[src/rtl/irq_loopback_pkg.sv]
// Shared types and constants for the IRQ loopback block: FSM state
// encoding, the LFSR feedback polynomial and its default seed.
package irq_loopback_pkg;

    // Return-scheduler states: IDLE looks for a queued word, WAIT burns the
    // random delay before the word is handed back to the CPU.
    typedef enum logic [0:0] {
        ST_IDLE = 1'b0,
        ST_WAIT = 1'b1
    } state_e;

    // Galois feedback mask for x^16 + x^14 + x^13 + x^11 + 1 (right shift).
    localparam logic [15:0] LFSR_TAPS    = 16'hB400;
    localparam logic [15:0] DEFAULT_SEED = 16'hACE1;

    // One step of the right-shifting Galois LFSR.
    function automatic logic [15:0] lfsr_step(input logic [15:0] state);
        logic [15:0] next;
        next = {1'b0, state[15:1]};
        if (state[0]) begin
            next = next ^ LFSR_TAPS;
        end else begin
            next = next;
        end
        return next;
    endfunction

endpackage

[src/rtl/irq_fifo.sv]
// Capture FIFO for the IRQ loopback. A push while full is accepted only
// when a pop happens in the same cycle; otherwise the caller sees full_o
// and must treat the word as dropped. Pops on an empty FIFO are ignored.
module irq_fifo #(
    parameter int DEPTH = 8,
    parameter int WIDTH = 32
) (
    input  logic             clk,
    input  logic             rst_n,
    input  logic             push_i,
    input  logic             pop_i,
    input  logic [WIDTH-1:0] data_i,
    output logic [WIDTH-1:0] head_o,
    output logic             full_o,
    output logic             empty_o
);

    localparam int PTR_W = (DEPTH > 1) ? $clog2(DEPTH) : 1;
    localparam int CNT_W = PTR_W + 1;
    localparam logic [PTR_W-1:0] PTR_ONE  = {{(PTR_W-1){1'b0}}, 1'b1};
    localparam logic [CNT_W-1:0] CNT_ONE  = {{(CNT_W-1){1'b0}}, 1'b1};
    localparam logic [CNT_W-1:0] CNT_ZERO = {CNT_W{1'b0}};
    localparam logic [CNT_W-1:0] CNT_FULL = CNT_W'(DEPTH);

    logic [WIDTH-1:0] mem_q [DEPTH];
    logic [PTR_W-1:0] wr_ptr_q, wr_ptr_d;
    logic [PTR_W-1:0] rd_ptr_q, rd_ptr_d;
    logic [CNT_W-1:0] count_q, count_d;
    logic             push_ok_s;
    logic             pop_ok_s;

    assign full_o  = (count_q == CNT_FULL);
    assign empty_o = (count_q == CNT_ZERO);
    assign head_o  = mem_q[rd_ptr_q];

    // Decide which requests take effect and compute next pointers/occupancy.
    always_comb begin
        pop_ok_s  = pop_i && !empty_o;
        push_ok_s = push_i && (!full_o || pop_ok_s);
        wr_ptr_d  = wr_ptr_q;
        rd_ptr_d  = rd_ptr_q;
        count_d   = count_q;
        if (push_ok_s) begin
            wr_ptr_d = wr_ptr_q + PTR_ONE;
        end else begin
            wr_ptr_d = wr_ptr_q;
        end
        if (pop_ok_s) begin
            rd_ptr_d = rd_ptr_q + PTR_ONE;
        end else begin
            rd_ptr_d = rd_ptr_q;
        end
        case ({push_ok_s, pop_ok_s})
            2'b10:   count_d = count_q + CNT_ONE;
            2'b01:   count_d = count_q - CNT_ONE;
            default: count_d = count_q;
        endcase
    end

    // Pointer and occupancy registers; reset empties the FIFO.
    always_ff @(posedge clk or negedge rst_n) begin
        if (!rst_n) begin
            wr_ptr_q <= {PTR_W{1'b0}};
            rd_ptr_q <= {PTR_W{1'b0}};
            count_q  <= CNT_ZERO;
        end else begin
            wr_ptr_q <= wr_ptr_d;
            rd_ptr_q <= rd_ptr_d;
            count_q  <= count_d;
        end
    end

    // Storage array; contents are only meaningful below the occupancy count.
    always_ff @(posedge clk) begin
        if (push_ok_s) begin
            mem_q[wr_ptr_q] <= data_i;
        end
    end

endmodule

[src/rtl/irq_loopback.sv]
// IRQ loopback: every change on the CPU's outgoing IRQ word is captured,
// queued, and handed back on o_irq after a pseudo-random extra delay.
module irq_loopback
    import irq_loopback_pkg::*;
#(
    parameter int          FIFO_DEPTH = 8,
    parameter int          DELAY_W    = 4,
    parameter logic [15:0] SEED       = DEFAULT_SEED
) (
    input  logic        clk,
    input  logic        rst_n,
    input  logic [31:0] i_irq,
    output logic [31:0] o_irq,
    output logic [31:0] o_count,
    output logic        o_overflow,
    output logic        o_dup_err
);

    localparam logic [DELAY_W-1:0] D_ZERO = {DELAY_W{1'b0}};
    localparam logic [DELAY_W-1:0] D_ONE  = {{(DELAY_W-1){1'b0}}, 1'b1};

    state_e              state_q, state_d;
    logic [DELAY_W-1:0]  cnt_q, cnt_d;
    logic [15:0]         lfsr_q, lfsr_d;
    logic [31:0]         i_irq_q;
    logic [31:0]         o_irq_q, o_irq_d;
    logic [31:0]         count_q, count_d;
    logic                overflow_q, overflow_d;
    logic                dup_err_q, dup_err_d;

    logic                capture_s;
    logic                emit_s;
    logic                fifo_full_s;
    logic                fifo_empty_s;
    logic [31:0]         fifo_head_s;
    logic [DELAY_W-1:0]  delay_s;

    assign capture_s = (i_irq != i_irq_q);
    assign delay_s   = lfsr_q[DELAY_W-1:0];

    irq_fifo #(
        .DEPTH (FIFO_DEPTH),
        .WIDTH (32)
    ) u_fifo (
        .clk     (clk),
        .rst_n   (rst_n),
        .push_i  (capture_s),
        .pop_i   (emit_s),
        .data_i  (i_irq),
        .head_o  (fifo_head_s),
        .full_o  (fifo_full_s),
        .empty_o (fifo_empty_s)
    );

    // Scheduler: pick a delay for the head word and decide when to emit it.
    always_comb begin
        state_d = state_q;
        cnt_d   = cnt_q;
        emit_s  = 1'b0;
        case (state_q)
            ST_IDLE: begin
                if (!fifo_empty_s) begin
                    if (delay_s == D_ZERO) begin
                        emit_s = 1'b1;
                    end else begin
                        cnt_d   = delay_s - D_ONE;
                        state_d = ST_WAIT;
                    end
                end else begin
                    state_d = ST_IDLE;
                end
            end
            ST_WAIT: begin
                if (cnt_q == D_ZERO) begin
                    emit_s  = 1'b1;
                    state_d = ST_IDLE;
                end else begin
                    cnt_d = cnt_q - D_ONE;
                end
            end
            default: begin
                state_d = ST_IDLE;
                cnt_d   = D_ZERO;
            end
        endcase
    end

    // Output datapath: emit updates o_irq/count/LFSR; error flags are sticky.
    always_comb begin
        o_irq_d    = o_irq_q;
        count_d    = count_q;
        lfsr_d     = lfsr_q;
        overflow_d = overflow_q;
        dup_err_d  = dup_err_q;
        if (emit_s) begin
            o_irq_d = fifo_head_s;
            count_d = count_q + 32'd1;
            lfsr_d  = lfsr_step(lfsr_q);
            if (fifo_head_s == o_irq_q) begin
                dup_err_d = 1'b1;
            end else begin
                dup_err_d = dup_err_q;
            end
        end else begin
            o_irq_d = o_irq_q;
        end
        if (capture_s && fifo_full_s && !emit_s) begin
            overflow_d = 1'b1;
        end else begin
            overflow_d = overflow_q;
        end
    end

    // Scheduler state register.
    always_ff @(posedge clk or negedge rst_n) begin
        if (!rst_n) begin
            state_q <= ST_IDLE;
            cnt_q   <= D_ZERO;
        end else begin
            state_q <= state_d;
            cnt_q   <= cnt_d;
        end
    end

    // Input sampler, LFSR and registered outputs.
    always_ff @(posedge clk or negedge rst_n) begin
        if (!rst_n) begin
            i_irq_q    <= 32'd0;
            o_irq_q    <= 32'd0;
            count_q    <= 32'd0;
            overflow_q <= 1'b0;
            dup_err_q  <= 1'b0;
            lfsr_q     <= SEED;
        end else begin
            i_irq_q    <= i_irq;
            o_irq_q    <= o_irq_d;
            count_q    <= count_d;
            overflow_q <= overflow_d;
            dup_err_q  <= dup_err_d;
            lfsr_q     <= lfsr_d;
        end
    end

    assign o_irq      = o_irq_q;
    assign o_count    = count_q;
    assign o_overflow = overflow_q;
    assign o_dup_err  = dup_err_q;

endmodule

[config.mk]
export PLATFORM = sky130hd
export DESIGN_NAME = irq_loopback
export DESIGN_NICKNAME = d
export VERILOG_FILES = /design/src/rtl/irq_loopback_pkg.sv /design/src/rtl/irq_fifo.sv /design/src/rtl/irq_loopback.sv
export SDC_FILE = /design/constraint.sdc
export NUM_CORES = 1
export LEC_CHECK = 0
export BUFFER_PORTS_ARGS = -buffer_cell sky130_fd_sc_hd__buf_2
export CORE_MARGIN = 1.5
export CORE_UTILIZATION = 58
export CTS_CLUSTER_SIZE = 20
export DETAILED_ROUTE_END_ITERATION = 10
export GPL_TIMING_DRIVEN = 0
export PLACE_DENSITY = 0.82
export SETUP_SLACK_MARGIN = 0.2
export SLEW_MARGIN = 0
export SYNTH_ARGS = -nofsm -noshare
export SYNTH_HDL_FRONTEND = slang
export SYNTH_SLANG_ARGS = --single-unit
[constraint.sdc]
create_clock -name clk -period 8.65 [get_ports clk]
set_input_delay 0.4325 -clock clk [delete_from_list [all_inputs] [get_ports clk]]
set_output_delay 0.4325 -clock clk [all_outputs]
set_load 0.1 [all_outputs]
# Word level (Yosys, flattened, before mapping)

Memory sizes are Yosys's and may differ from the RTL's.
Index checks and enable logic that the tools add are counted.

Word-level logic and storage cells: 59
Input bits: 34
Memories: 1
RAM bits: 256
Flip-flop bits (word level): 129

Bitwise operators: 2
Equality and inequality tests: 8
Reductions and logical operators: 14
Add/sub/neg operators: 7
Multiplexer cells: 16

Memory list:

| memory       | words | bits a word | rd ports | clocked after Yosys merged registers in | write ports | RTL line       | RTL |
|---|---|---|---|---|---|---|---|
| u_fifo.mem_q | 8     | 32          | 1        | 0                                       | 1           | irq_fifo.sv:25 | `logic [WIDTH-1:0] mem_q [DEPTH];` |

Operators with widths:

| kind                    | count |
|---|---|
| $add A32 B1 Y32 const B | 1 |
| $eq A32 B32 Y1          | 1 |
| $ne A32 B32 Y1          | 1 |
| $mux W16                | 1 |
| $pmux W4 S2             | 2 |
| $logic_not A4 Y1        | 3 |
| $mux W4                 | 3 |
| $sub A4 B1 Y4 const B   | 3 |
| $mux W1                 | 8 |
| $add A3 B1 Y3 const B   | 2 |
| $ne A2 B2 Y1 const B    | 3 |
| $add A4 B1 Y4 const B   | 1 |
| $eq A4 B4 Y1 const B    | 1 |
| $logic_and A1 B1 Y1     | 4 |
| $not A3 Y4              | 1 |
| $pmux W1 S2             | 2 |
| $logic_not A1 Y1        | 3 |
| $reduce_and A3 Y1       | 1 |
| $eq A2 B1 Y1 const B    | 1 |
| $eq A2 B2 Y1 const B    | 1 |
| $reduce_and A2 Y1       | 1 |
| $reduce_bool A2 Y1      | 1 |
| $logic_or A1 B1 Y1      | 1 |
| $not A1 Y1              | 1 |

# Logic depth before layout (Yosys ltp)

Depth in word-level cells: 9
Gate-level depth with buffers: 12
Gate-level depth less buffers: 12

# Hierarchy

Synthesis repeated with hierarchy kept, for this count alone.

Cells, all modules: 834
Area, all modules: 15581.2 sq um

By module, submodules not included:

| module       | area an instance (sq um) | cells each | instances |
|---|---|---|---|
| irq_fifo     | 10380.0                  | 436        | 1 |
| irq_loopback | 5201.2                   | 398        | 1 |

# Worst setup path after synthesis

OpenSTA, ideal clock, no wires.

Path kind: register -> register
Start: register state_q
End: memory u_fifo.mem_q[0][0] (enable)
Required time: 8.137 ns
Slack: 3.215 ns
Library setup time: 0.513 ns
Period minus slack after synthesis: 5.435 ns
Cell stages (with the launch flop): 9
Arrival time: 4.922 ns
Path buffers: 2
Path through: dfrtp_1 -> buf_4 -> or2_2 -> nor2b_1 -> a21oi_4 -> nand3_1 -> nor2b_1 -> buf_2 -> nor4b_1

Cells in the longest elaborated chain, start to end: 7

Ends and longest elaborated chain:

| what                              | RTL line            | RTL |
|---|---|---|
| start: declaration                | irq_loopback.sv:22  | `state_e state_q, state_d;` |
| start signal: assignment          | irq_loopback.sv:120 | `state_q <= state_d;` |
| $not A1 Y1                        | --                  |  |
| $pmux W1 S2 (*)                   | irq_loopback.sv:60  | `case (state_q)` |
| $logic_and A1 B1 Y1 (*)           | irq_fifo.sv:38      | `pop_ok_s = pop_i && !empty_o;` |
| $logic_or A1 B1 Y1 (*)            | irq_fifo.sv:39      | `push_ok_s = push_i && (!full_o \|\| pop_ok_s);` |
| $logic_and A1 B1 Y1 (*)           | irq_fifo.sv:39      |  |
| $mux W1 (*)                       | irq_fifo.sv:75      | `if (push_ok_s) begin` |
| $mux W1 (implied by the code) (*) | irq_fifo.sv:76      | `mem_q[wr_ptr_q] <= data_i;` |
| end: declaration                  | irq_fifo.sv:25      |  |

Every way passes the cells marked *; elsewhere a longest branch is shown, timed or not.

# Final worst setup path

Start: register cnt_q[2]
End: memory u_fifo.mem_q[3][6] (enable)

Cells in the longest elaborated chain, start to end: 8

Ends and longest elaborated chain:

| what                          | RTL line            | RTL |
|---|---|---|
| start: declaration            | irq_loopback.sv:23  | `logic [DELAY_W-1:0] cnt_q, cnt_d;` |
| start signal: assignment      | irq_loopback.sv:121 | `cnt_q <= cnt_d;` |
| $logic_not A4 Y1              | irq_loopback.sv:74  | `if (cnt_q == D_ZERO) begin` |
| $mux W1                       | irq_loopback.sv:74  |  |
| $pmux W1 S2                   | irq_loopback.sv:60  |  |
| $logic_and A1 B1 Y1           | irq_fifo.sv:38      |  |
| $logic_or A1 B1 Y1            | irq_fifo.sv:39      |  |
| $logic_and A1 B1 Y1           | irq_fifo.sv:39      |  |
| $mux W1                       | irq_fifo.sv:75      |  |
| $mux W1 (implied by the code) | irq_fifo.sv:76      |  |

No other way between the ends.

==> out/qor.yml <==
run:
  drv_cap: 0
yosys:
  synth_nets: 945
  yosys_warnings: 0
  synth_top_cell_area_share_pct: 50.19
  ys_seq_elements: 385
  synth_edf_count: 256
  synth_area_leaders: "edfxtp_1 (50%), dfrtp_1 (20%), mux4_2 (7.1%), xor2_1 (3.6%), xnor2_1 (2.5%)"
  synth_common_cells: "edfxtp_1 (256), dfrtp_1 (121), nand2_1 (88)"
  syn_inst: 904
  netlist_area_um2: 15320
  async_flop_share_pct: 33.51
  ys.flop_type: "edfxtp_1"
  synth.most_common_cell: "edfxtp_1"
  syn_area_per_cell_um2: 16.94
  synth_cell_type_count: 53
  ys_seq_area_share_pct: 71.33
  synth_top_area_cell: "edfxtp_1"
clock_network:
  cts_buffers: 39
  htreeDepth: 2
  path_clk_slew_ns: 0.06
  cts_resized: 0
  cts_max_path_buffers: 3
  holdBufCountCts: 1
  clk_latency_ns: 0.55
  root_buffer: "clkbuf_16"
  clock-sinks: 385
  cts_tree: "yes"
  post_cts_buffers: 0
status:
  status: "finished, final reports clean"
route:
  wl_met2_um: 16550
  via_per_inst: 5.967
  met3WireLength_um: 2653
  ant_nets: 0
  drt-total-wl_um: 34200
  first_pass_iters: 5
  highest_layer: "met4"
  drt-wirelength-per-cell_um: 23.78
  drc: 0
  drt-met1-wl_um: 13730
  drtIter0Drc: 899
  via_count: 8581
global_routing:
  antenna_found_initial: 1
  grt_use_total_pct: 26.14
  grt_pass1_wl_um: 51740
  overflow: 0
  grt_pass1_vias: 8896
  grt_max_degree: 86
placement:
  io_buffers: 99
  gp_congestion: 0.8261
  dp.cells: 1366
  pre_cts_ws_ns: 5.013
  hpwl_um: 22940
sta:
  hold_viol: 0
  setup_violations: 0
  timing.final.ws_setup_ns: 4.956
  fin_crit_ns: 3.694
  holdWs_ns: 0.09095
  slew_headroom_pct: 33.42
  fin_crit_sh_pct: 42.71
  rsz0062_at_grt: "no"
  slew_viol_final: 0
  tightest_slew_ns: 0.9896
  fin_setup_tns_ns: 0
  max_freq_mhz: 270.7
  clock_skew_ns: 0.02592
floorplanning:
  fp.dieArea_um2: 27390
  start_util_pct: 58.95
  num_rows: 59
  io-pin-count: 100
  chipWidth_um: 165.5
  die_h_um: 165.5
  core_area_um2: 25980
power_and_ir_drop:
  ir_worst_vdd_uv: 180.8
  power_per_cell_area_nw_per_um2: 211.9
  p_sw_share_pct: 19.64
  p_clk_share_pct: 46.3
  p_int_mw: 3.069
  combPwrFrac_pct: 1.7
  p_leak_nw: 6.907
  p_sw_uw: 749.8
  sequentialPowerShare_pct: 52.1
worst_setup_path:
  critPathTopFamily: "simple AND/OR/NAND/NOR gates"
  worstPathMaxFanout: 10
  slowest_delay_ns: 0.59
  path_class: "flop to flop"
  cp_num_buf_inv: 4
  cp-start-kind: "flop"
  worstPathRequired_ns: 8.90
  slowest_stage: "nor4_2"
  crit_chain: "nand2b_2, nor4_2, a21oi_4, nand3_1, nor2b_1, buf_2, nand2_1, nor3b_2, buf_6, buf_8, buf_6"
  cp-end-kind: "flop"
  cpMostUsedCell: "buf_6"
  arrival_ns: 3.95
layout:
  nets: 1114
  utilization_pct: 69.35
  drive_gt1_share_pct: 26.86
  syn_to_final_growth_pct: 17.65
  final_cells: 1438
min_path:
  hold_path_class: "primary input to flop"
## layout by cell type (no fill, tap or decap), types with 3 or more instances in the layout
cell and n:
clkbuf_16 39, edfxtp_1 256, a221oi_1 5, buf_6 21
bufinv_16 7, ha_1 6, dfrtp_1 121, inv_1 9
buf_8 5, nor2b_1 3, buf_4 11, nor2_1 40
clkbuf_1 21, nor4_2 3, mux4_1 6, nand2_1 88
mux4_2 48, nand4_1 14, clkinv_2 4, nor4_1 9
xor2_1 63, nand3_1 13, mux2_2 20, dfstp_2 8
a21oi_1 26, nor3_1 4, and3_1 6, o21ai_0 8
xnor2_1 43, mux2i_1 35, o22ai_1 5, nor3b_2 3
buf_2 104, clkinv_1 4
## metrics by stage
stage                     power [mW]  cell area, um^2
after detailed placement       2.088            16640
final                          3.819            18020
after CTS                      3.845            18020
after global placement         2.083            16230
after floorplan                2.041            15320
after global routing           3.920            18020
## cells by family (layout without fill, tap and decap cells)
| family | Yosys count | in the layout | share of synthesized area, % |
|---|---|---|---|
| AO/OA/AOI/OAI | 54 | 54 | 2.206 |
| XOR/XNOR | 106 | 106 | 6.061 |
| adder cells (fa/ha/maj) | 7 | 7 | 0.6208 |
| buffers and inverters | 42 | 240 | 1.527 |
| flip-flops | 385 | 385 | 71.33 |
| multiplexers | 110 | 110 | 11.92 |
| other | 0 | 1 | 0 |
| AND/OR/NAND/NOR | 200 | 200 | 6.339 |
## worst paths after layout
check / start / endpoint / slack (ns) / cells past startpoint
worst max-delay path: cnt_q[2]$_DFFE_PN0P_ / u_fifo.mem_q[3][6]$_DFFE_PP_ / 4.96 / 11
worst min-delay path: i_irq[28] / i_irq_q[28]$_DFF_PN0_ / 0.09 / 1
worst max register to register: cnt_q[2]$_DFFE_PN0P_ / u_fifo.mem_q[3][6]$_DFFE_PP_ / 4.96 / 11
worst min register to register: lfsr_q[5]$_DFFE_PN1N_ / lfsr_q[5]$_DFFE_PN1N_ / 0.46 / 2
max in group asynchronous: rst_n / i_irq_q[15]$_DFF_PN0_ / 7.47 / 3
min in group asynchronous: rst_n / u_fifo.count_q[2]$_DFFE_PN0P_ / 0.39 / 2
## sequential cells by signal, indices dropped and copies added, names as in the netlist
signal           flops
o_count             32
u_fifo.wr_ptr_q      3
u_fifo.rd_ptr_q      3
o_irq               32
u_fifo.mem_q       256
o_overflow           1
cnt_q                4
o_dup_err            1
state_q              1
u_fifo.count_q       4
i_irq_q             32
lfsr_q              16
## power by group through the flow
stage | clock (mW) | combinational [mW] | sequential [mW]
final | 1.77 | 0.0631 | 1.99
after global routing | 1.86 | 0.0697 | 1.99
after CTS | 1.79 | 0.0635 | 1.99
after detailed placement | 0 | 0.0627 | 2.03
after global placement | 0 | 0.0583 | 2.02
after floorplan | 0 | 0.0157 | 2.02
## cell type report
type,count,area [um^2]
Sequential cell,385,10930
Buffer,33,200.2
Multi-Input combinational cell,477,4222
Clock inverter,22,336.6
Inverter,9,33.78
Fill cell,1642,7964
Clock buffer,48,1030
Tap cell,335,419.2
Antenna cell,1,2.502
Timing Repair Buffer,128,852.1
## metal layers
metal / global-route usage [%] / up-vias
met4: 10.84 / 0
met1: 35.56 / 4343
met2: 41.93 / 398
met3: 4.970 / 89
met5: 0 / -
li1: - / 3751
(Power assumes the default switching activity.)
